## src/rtl/usb_ctrl_ep_rx_pkg.sv

```systemverilog
// rtl/usb_ctrl_ep_rx_pkg.sv - shared USB control-transfer constants, stage encoding and SETUP layout
package usbSpec;

    localparam logic [7:0] BREQUEST_GET_STATUS        = 8'h00;
    localparam logic [7:0] BREQUEST_CLEAR_FEATURE     = 8'h01;
    localparam logic [7:0] BREQUEST_SET_ADDRESS       = 8'h05;
    localparam logic [7:0] BREQUEST_GET_DESCRIPTOR    = 8'h06;
    localparam logic [7:0] BREQUEST_GET_CONFIGURATION = 8'h08;
    localparam logic [7:0] BREQUEST_SET_CONFIGURATION = 8'h09;
    localparam logic [7:0] BREQUEST_SYNCH_FRAME       = 8'h0C;

    localparam int         BMRT_DIR_BIT       = 7;
    localparam int         BMRT_TYPE_MSB      = 6;
    localparam int         BMRT_TYPE_LSB      = 5;
    localparam logic [1:0] BMRT_TYPE_STANDARD = 2'd0;

    localparam logic [2:0] STAGE_IDLE       = 3'd0;
    localparam logic [2:0] STAGE_DATA_OUT   = 3'd1;
    localparam logic [2:0] STAGE_DATA_IN    = 3'd2;
    localparam logic [2:0] STAGE_STATUS_OUT = 3'd3;
    localparam logic [2:0] STAGE_STATUS_IN  = 3'd4;
    localparam logic [2:0] STAGE_STALLED    = 3'd5;

    localparam logic [2:0] TXN_SETUP = 3'b100;
    localparam logic [2:0] TXN_OUT   = 3'b010;
    localparam logic [2:0] TXN_IN    = 3'b001;

    // Little-endian SETUP payload: byte 0 (bmRequestType) sits in bits [7:0].
    typedef struct packed {
        logic [15:0] wLength;
        logic [15:0] wIndex;
        logic [15:0] wValue;
        logic [7:0]  bRequest;
        logic [7:0]  bmRequestType;
    } setupPkt_t;

    function automatic logic isSupportedStd(input logic [7:0] bRequest);
        case (bRequest)
            BREQUEST_GET_STATUS, BREQUEST_CLEAR_FEATURE, BREQUEST_SET_ADDRESS,
            BREQUEST_GET_DESCRIPTOR, BREQUEST_GET_CONFIGURATION,
            BREQUEST_SET_CONFIGURATION: return 1'b1;
            default:                    return 1'b0;
        endcase
    endfunction

endpackage

```

## src/rtl/usb_ctrl_ep_rx_if.sv

```systemverilog
// rtl/usb_ctrl_ep_rx_if.sv - endpoint-receive handshake between transaction layer and EP0
interface usb_ctrl_ep_rx_if #(parameter int MAX_PKT = 8);
    localparam int NBW = $clog2(MAX_PKT) + 1;

    logic                   erReady;
    logic                   erValid;
    logic                   erStall;
    logic [8*MAX_PKT-1:0]   erData;
    logic [NBW-1:0]         erData_nBytes;
    logic [2:0]             txnType;

    modport master (input erReady, erStall, output erValid, erData, erData_nBytes, txnType);
    modport slave  (output erReady, erStall, input erValid, erData, erData_nBytes, txnType);
endinterface

```

## src/rtl/usb_ctrl_skid1.sv

```systemverilog
// rtl/usb_ctrl_skid1.sv - single-entry valid/ready holding buffer; a load wins over a same-cycle drain
module usb_ctrl_skid1 #(parameter int WIDTH = 8) (
    input  logic             i_clk,
    input  logic             i_rst,
    input  logic             i_inValid,
    output logic             o_inReady,
    input  logic [WIDTH-1:0] i_inData,
    output logic             o_outValid,
    input  logic             i_outReady,
    output logic [WIDTH-1:0] o_outData
);
    assign o_inReady = !o_outValid || i_outReady;

    always_ff @(posedge i_clk or negedge i_rst) begin
        if (!i_rst) begin
            o_outValid <= 1'b0;
            o_outData  <= '0;
        end else if (i_inValid) begin
            o_outValid <= 1'b1;
            o_outData  <= i_inData;
        end else if (i_outReady) begin
            o_outValid <= 1'b0;
        end
    end
endmodule

```

## src/rtl/usb_ctrl_ep_rx.sv

```systemverilog
// rtl/usb_ctrl_ep_rx.sv - EP0 receive stage: SETUP decode, control-stage tracking, OUT buffering, STALL
module usb_ctrl_ep_rx
    import usbSpec::*;
#(
    parameter int MAX_PKT = 8,
    localparam int NBW    = $clog2(MAX_PKT) + 1
) (
    input  logic                 i_clk,
    input  logic                 i_rst,
    usb_ctrl_ep_rx_if.slave      er,
    output logic                 o_reqValid,
    output logic [7:0]           o_bmRequestType,
    output logic [7:0]           o_bRequest,
    output logic [15:0]          o_wValue,
    output logic [15:0]          o_wIndex,
    output logic [15:0]          o_wLength,
    output logic [2:0]           o_stage,
    output logic                 o_outValid,
    input  logic                 i_outReady,
    output logic [8*MAX_PKT-1:0] o_outData,
    output logic [NBW-1:0]       o_outData_nBytes,
    output logic [6:0]           o_addr,
    output logic [7:0]           o_cfg
);
    logic [2:0]  stage;
    logic [15:0] remaining;
    logic [6:0]  pendAddr;
    logic        pendValid;

    logic        isSetup, isOut, isIn, accept, readyRaw, stallRaw, bufReady, bufLoad;
    logic        overrun, shortPkt, isStd;
    logic [15:0] nBytes16, newRemaining;
    setupPkt_t   setup;

    assign isSetup = (er.txnType == TXN_SETUP);
    assign isOut   = (er.txnType == TXN_OUT);
    assign isIn    = (er.txnType == TXN_IN);
    assign setup   = setupPkt_t'(er.erData[63:0]);
    assign isStd   = (setup.bmRequestType[BMRT_TYPE_MSB:BMRT_TYPE_LSB] == BMRT_TYPE_STANDARD);

    assign nBytes16     = 16'(er.erData_nBytes);
    assign overrun      = (nBytes16 > remaining);
    assign newRemaining = overrun ? 16'd0 : (remaining - nBytes16);
    assign shortPkt     = (nBytes16 < 16'(MAX_PKT));

    always_comb begin
        readyRaw = 1'b1;
        if (!er.txnType[2] && isOut && stage == STAGE_DATA_OUT)
            readyRaw = bufReady;
    end

    // A zero-length OUT during DATA_IN is the host ending the transfer early, not an error.
    always_comb begin
        stallRaw = 1'b0;
        if (isOut)
            stallRaw = !(stage == STAGE_DATA_OUT || stage == STAGE_STATUS_OUT ||
                         (stage == STAGE_DATA_IN && nBytes16 == 16'd0)) ||
                       (stage == STAGE_STATUS_OUT && nBytes16 != 16'd0);
        else if (isIn)
            stallRaw = !(stage == STAGE_DATA_IN || stage == STAGE_STATUS_IN);
    end

    // Handshake outputs read as 0 while reset is held, like every registered output.
    assign er.erReady = i_rst && readyRaw;
    assign er.erStall = i_rst && stallRaw;
    assign accept     = er.erReady && er.erValid;
    assign bufLoad    = accept && isOut && stage == STAGE_DATA_OUT;
    assign o_stage    = stage;

    usb_ctrl_skid1 #(.WIDTH(8*MAX_PKT + NBW)) u_buf (
        .i_clk      (i_clk),
        .i_rst      (i_rst),
        .i_inValid  (bufLoad),
        .o_inReady  (bufReady),
        .i_inData   ({er.erData_nBytes, er.erData}),
        .o_outValid (o_outValid),
        .i_outReady (i_outReady),
        .o_outData  ({o_outData_nBytes, o_outData})
    );

    always_ff @(posedge i_clk or negedge i_rst) begin
        if (!i_rst) begin
            stage           <= STAGE_IDLE;
            remaining       <= '0;
            pendAddr        <= '0;
            pendValid       <= 1'b0;
            o_reqValid      <= 1'b0;
            o_bmRequestType <= '0;
            o_bRequest      <= '0;
            o_wValue        <= '0;
            o_wIndex        <= '0;
            o_wLength       <= '0;
            o_addr          <= '0;
            o_cfg           <= '0;
        end else begin
            o_reqValid <= 1'b0;
            if (accept) begin
                if (isSetup) begin
                    pendValid <= 1'b0;
                    remaining <= '0;
                    if (er.erData_nBytes != NBW'(8)) begin
                        stage <= STAGE_STALLED;
                    end else begin
                        o_bmRequestType <= setup.bmRequestType;
                        o_bRequest      <= setup.bRequest;
                        o_wValue        <= setup.wValue;
                        o_wIndex        <= setup.wIndex;
                        o_wLength       <= setup.wLength;
                        if (isStd && !isSupportedStd(setup.bRequest)) begin
                            stage <= STAGE_STALLED;
                        end else begin
                            o_reqValid <= 1'b1;
                            remaining  <= setup.wLength;
                            if (setup.wLength == 16'd0)
                                stage <= STAGE_STATUS_IN;
                            else if (setup.bmRequestType[BMRT_DIR_BIT])
                                stage <= STAGE_DATA_IN;
                            else
                                stage <= STAGE_DATA_OUT;
                            if (isStd && setup.bRequest == BREQUEST_SET_ADDRESS) begin
                                pendAddr  <= setup.wValue[6:0];
                                pendValid <= 1'b1;
                            end
                            if (isStd && setup.bRequest == BREQUEST_SET_CONFIGURATION)
                                o_cfg <= setup.wValue[7:0];
                        end
                    end
                end else if (stallRaw) begin
                    stage <= STAGE_STALLED;
                end else if (isOut) begin
                    if (stage == STAGE_DATA_OUT) begin
                        remaining <= newRemaining;
                        if (overrun)
                            stage <= STAGE_STALLED;
                        else if (newRemaining == 16'd0 || shortPkt)
                            stage <= STAGE_STATUS_IN;
                    end else begin
                        stage <= STAGE_IDLE;
                    end
                end else if (isIn) begin
                    if (stage == STAGE_DATA_IN) begin
                        remaining <= newRemaining;
                        if (newRemaining == 16'd0 || shortPkt)
                            stage <= STAGE_STATUS_OUT;
                    end else begin
                        stage <= STAGE_IDLE;
                        if (pendValid) begin
                            o_addr    <= pendAddr;
                            pendValid <= 1'b0;
                        end
                    end
                end
            end
        end
    end
endmodule

```

## src/flat_wrapper.sv

```systemverilog
// flat-port wrapper written by rule: the top's interface ports become plain ports
module usb_ctrl_ep_rx_flat import usbSpec::*;
#(
    parameter int MAX_PKT = 8,
    localparam int NBW    = $clog2(MAX_PKT) + 1
)
  (i_clk, i_rst, o_reqValid, o_bmRequestType, o_bRequest, o_wValue, o_wIndex, o_wLength, o_stage, o_outValid, i_outReady, o_outData, o_outData_nBytes, o_addr, o_cfg, er_erReady, er_erStall, er_erValid, er_erData, er_erData_nBytes, er_txnType);
  usb_ctrl_ep_rx_if #(.MAX_PKT(MAX_PKT)) er_i ();
  input  logic i_clk;
  input  logic i_rst;
  output logic o_reqValid;
  output logic [7:0] o_bmRequestType;
  output logic [7:0] o_bRequest;
  output logic [15:0] o_wValue;
  output logic [15:0] o_wIndex;
  output logic [15:0] o_wLength;
  output logic [2:0] o_stage;
  output logic o_outValid;
  input  logic i_outReady;
  output logic [8*MAX_PKT-1:0] o_outData;
  output logic [NBW-1:0] o_outData_nBytes;
  output logic [6:0] o_addr;
  output logic [7:0] o_cfg;
  output wire logic [$bits(er_i.erReady)-1:0] er_erReady;
  output wire logic [$bits(er_i.erStall)-1:0] er_erStall;
  input wire logic [$bits(er_i.erValid)-1:0] er_erValid;
  input wire logic [$bits(er_i.erData)-1:0] er_erData;
  input wire logic [$bits(er_i.erData_nBytes)-1:0] er_erData_nBytes;
  input wire logic [$bits(er_i.txnType)-1:0] er_txnType;
  assign er_erReady = er_i.erReady;
  assign er_erStall = er_i.erStall;
  assign er_i.erValid = er_erValid;
  assign er_i.erData = er_erData;
  assign er_i.erData_nBytes = er_erData_nBytes;
  assign er_i.txnType = er_txnType;
  usb_ctrl_ep_rx #(.MAX_PKT(MAX_PKT)) u_core (.i_clk(i_clk), .i_rst(i_rst), .er(er_i), .o_reqValid(o_reqValid), .o_bmRequestType(o_bmRequestType), .o_bRequest(o_bRequest), .o_wValue(o_wValue), .o_wIndex(o_wIndex), .o_wLength(o_wLength), .o_stage(o_stage), .o_outValid(o_outValid), .i_outReady(i_outReady), .o_outData(o_outData), .o_outData_nBytes(o_outData_nBytes), .o_addr(o_addr), .o_cfg(o_cfg));
endmodule
```

## config.mk

```make
export PLATFORM = sky130hd
export DESIGN_NAME = usb_ctrl_ep_rx_flat
export DESIGN_NICKNAME = d
export VERILOG_FILES = /design/src/rtl/usb_ctrl_ep_rx_pkg.sv /design/src/rtl/usb_ctrl_ep_rx_if.sv /design/src/rtl/usb_ctrl_skid1.sv /design/src/rtl/usb_ctrl_ep_rx.sv /design/src/flat_wrapper.sv
export SDC_FILE = /design/constraint.sdc
export NUM_CORES = 1
export LEC_CHECK = 0
export CORE_MARGIN = 1.5
export CORE_UTILIZATION = 27
export CTS_BUF_LIST = sky130_fd_sc_hd__clkbuf_8
export DETAILED_ROUTE_END_ITERATION = 10
export SETUP_SLACK_MARGIN = 0.2
export SLEW_MARGIN = 20
export SYNTH_ARGS = -nofsm -noshare
export SYNTH_HDL_FRONTEND = slang
export SYNTH_SLANG_ARGS = --single-unit
```

## constraint.sdc

```tcl
create_clock -name i_clk -period 6.78 [get_ports i_clk]
set_clock_uncertainty 0.15 [all_clocks]
set_input_delay 1.356 -clock i_clk [delete_from_list [all_inputs] [get_ports i_clk]]
set_output_delay 1.356 -clock i_clk [all_outputs]
set_load 0.03 [all_outputs]
```

==> metrics.yaml <==
cts.path.max_buffers: 2
synth_top_family_by_area: "multiplexers"
crit_family: "buffers and inverters"
synthFlopType: "dfrtp_1"
finalSetupViolCount: 0
synth.area.top_cells: "dfrtp_1, mux2_2, o21ai_0"
drc: 0
cap_violations: 0
critPathLaunchType: "input pin"
io_pins: 229
cts-hold-fix-buffers: 0
cts_setup_buffers: 0
clock-sinks: 176
layout_min_cycle_time_ns: 5.17
drtIter0Drc: 311
htreeDepth: 4
synth_fp_nets: 658
vias_per_cell: 4.63
synth_edf_count: 0
initial_core_util_pct: 27.3
grt_max_degree: 81
die_h_microns: 170
synth-simple-area-share_pct: 8.00
cellPowerDensity_nw_per_um2: 308
yosysTopAreaCell: "dfrtp_1"
dp_hpwl_mm: 14.5
max-slew-margin-rel_pct: 28.0
synth_compound_area_share_pct: 6.53
ys_seq_area_share_pct: 58.2
grt_use_met2_pct: 23.1
cts_resized: 0
std_cell_rows: 61
met1_usage_pct: 19.2
peakVddDrop_mv: 0.155
grt_setup_unrepaired: "no"
grt_pass1_vias: 5764
power_frac_clock_pct: 23.7
worstSkewPairLatency_ns: 0.46
synthXorXnorAreaFrac_pct: 1.04
critPathBufInv: 2
async_reset_ff_share_pct: 100
utilization_pct: 38.7
avgSynthCellArea_sq_um: 13.1
hold_viol_final: 0
cts_tree: "yes"
clock.fmax_mhz: 193
worstSetupPathType: "in2out"
critical_path_arrival_ns: 3.67
use_met3_pct: 6.23
gp_congestion: 0.883
grt_pass1_wl_mm: 32.9
synth_top_cell_area_share_pct: 58.2
leakagePower_nw: 4.82
tightest_slew_ns: 1.07
wl_mm: 21.1
antenna_found_initial: 0
synth_mux_area_share_pct: 23.1
fin_cells: 1194
finalPower_mw: 3.30
vias: 5525
ys_types: 48
wl_per_cell_microns: 17.7
maxSlewViolCount: 0
yosysWarnings: 0
p_switching_mw: 1.24
swShare_pct: 37.6
critPathMaxStageDelay_ns: 0.70
io_buffer_count: 228
critPathMaxFanout: 10
diodes: 0
grt.busiest_layer: "met2"
root_buffer: "clkbuf_8"
required_ns: 5.27
critPathSlowestCell: "clkdlybuf4s50_1"
area_delta_synth_final_pct: 41.6
syn_inst: 577
worstHoldPathType: "reg2reg"
ant_nets: 0
die_w_microns: 170
overflow: 0
drt_first_pass_iters: 5
fin_setup_tns_ns: 0
end_kind: "output port"
layout-drive-gt1-share_pct: 24.0
die_area_sq_um: 29000
dp_cells: 1161
crit_chain: "clkdlybuf4s50_1, nand2b_1, a21oi_1, nor2_1, or3_1, nor2_1, clkdlybuf4s50_1"
yosys.area_share.adder_pct: 1.09
synth_seq_cells: 176
grt_use_total_pct: 14.9
dpl_cell_area_sq_um: 10300
cts_buffers: 17
outcome: "completed"
coreArea_sq_um: 27700
power.internal_mw: 2.06
fin_nets: 884
syn_area_sq_um: 7570
p_seq_share_pct: 41.0
comb_power_share_pct: 35.3
finalCritPeriodShare_pct: 76.3
clk_pin_slew_ns: 0.10
final_area_sq_um: 10700
==> per-layer routing <==
metal  vias to the layer above  routed length (microns)
met2                       207                     9640
met4                         0                      182
li1                       2533                        -
met3                        13                     1920
met5                         -                        0
met1                      2772                     9370
==> final timing paths <==
path,from,slack [ns],depth (start not counted),end
worst min register to register,u_core.pendValid,0.34,1,u_core.pendValid
worst max-delay path,er_txnType[1],1.61,7,er_erStall
worst min-delay path,u_core.pendValid,0.34,1,u_core.pendValid
max in group asynchronous,i_rst,4.69,2,u_core.u_buf.o_outData[19]
worst max register to register,u_core.remaining[0],3.58,10,u_core.o_stage[1]
min in group asynchronous,i_rst,0.65,1,u_core.u_buf.o_outData[48]
==> cell families after synthesis <==
group,after synthesis
buffers and inverters,38
flip-flops,176
multiplexers,155
AND/OR/NAND/NOR,113
XOR/XNOR,9
AO/OA/AOI/OAI,80
adder cells (fa/ha/maj),6
==> power by group through the flow <==
stage / Clock [mW] / Combinational (mW) / Sequential, mW
floorplan: 0 / 0.434 / 1.62
global placement: 0 / 1.17 / 1.37
detailed placement: 0 / 1.17 / 1.37
CTS: 0.817 / 1.18 / 1.35
global route: 0.867 / 1.25 / 1.38
finish: 0.782 / 1.17 / 1.35
==> layout by cell type (no fill, tap or decap), drive strengths merged, types with 9 or more instances in the layout <==
cell           instances
nand2b                 9
dfrtp                176
nor3                  13
nand2                 16
o21ai                 32
inv                   19
clkdlybuf4s50        227
nor4                  12
nor2                  32
a21oi                 19
mux2                 154
clkbuf                18
==> synth_stat cells (3+ instances only) <==
cell type  number
a22oi_1         5
nor2_1         32
o21ai_0        32
nor4_1         12
clkbuf_1       15
a21oi_1        19
xor2_1          4
nand3_1         4
or3_1           5
inv_1          11
nor3_1         13
xnor2_1         5
buf_2          11
mux2_1          3
nand2b_1        9
a211oi_1        4
ha_1            5
a31oi_1         5
dfrtp_1       176
mux2_2        151
a21o_1          4
nand2_1        16
==> registers in the layout, indices dropped and copies added, names as in the netlist <==
| name | flops |
|---|---|
| u_core.o_wLength | 16 |
| u_core.o_addr | 7 |
| u_core.o_reqValid | 1 |
| u_core.pendValid | 1 |
| u_core.o_cfg | 8 |
| u_core.o_wIndex | 16 |
| u_core.u_buf.o_outValid | 1 |
| u_core.o_bRequest | 8 |
| u_core.o_wValue | 16 |
| u_core.pendAddr | 7 |
| u_core.o_bmRequestType | 8 |
| u_core.u_buf.o_outData | 68 |
| u_core.remaining | 16 |
| u_core.o_stage | 3 |
==> per-stage QoR <==
step           setup WS [ns]  hold WS [ns]
2_1_floorplan           2.54         0.292
3_3_place_gp            1.69         0.310
3_5_place_dp            1.64         0.313
4_1_cts                 1.63         0.336
5_1_grt                 1.50         0.341
6_report                1.61         0.337
==> area by class of cell <==
cell class,count,area [sq um]
repair buffers,234,2350
clock inverters,15,190
inverters,11,41.3
multi-input cells,363,3010
clock buffers,17,234
flip-flops and latches,176,4400
well taps,378,473
fillers,2714,17000
(Power assumes the default switching activity.)
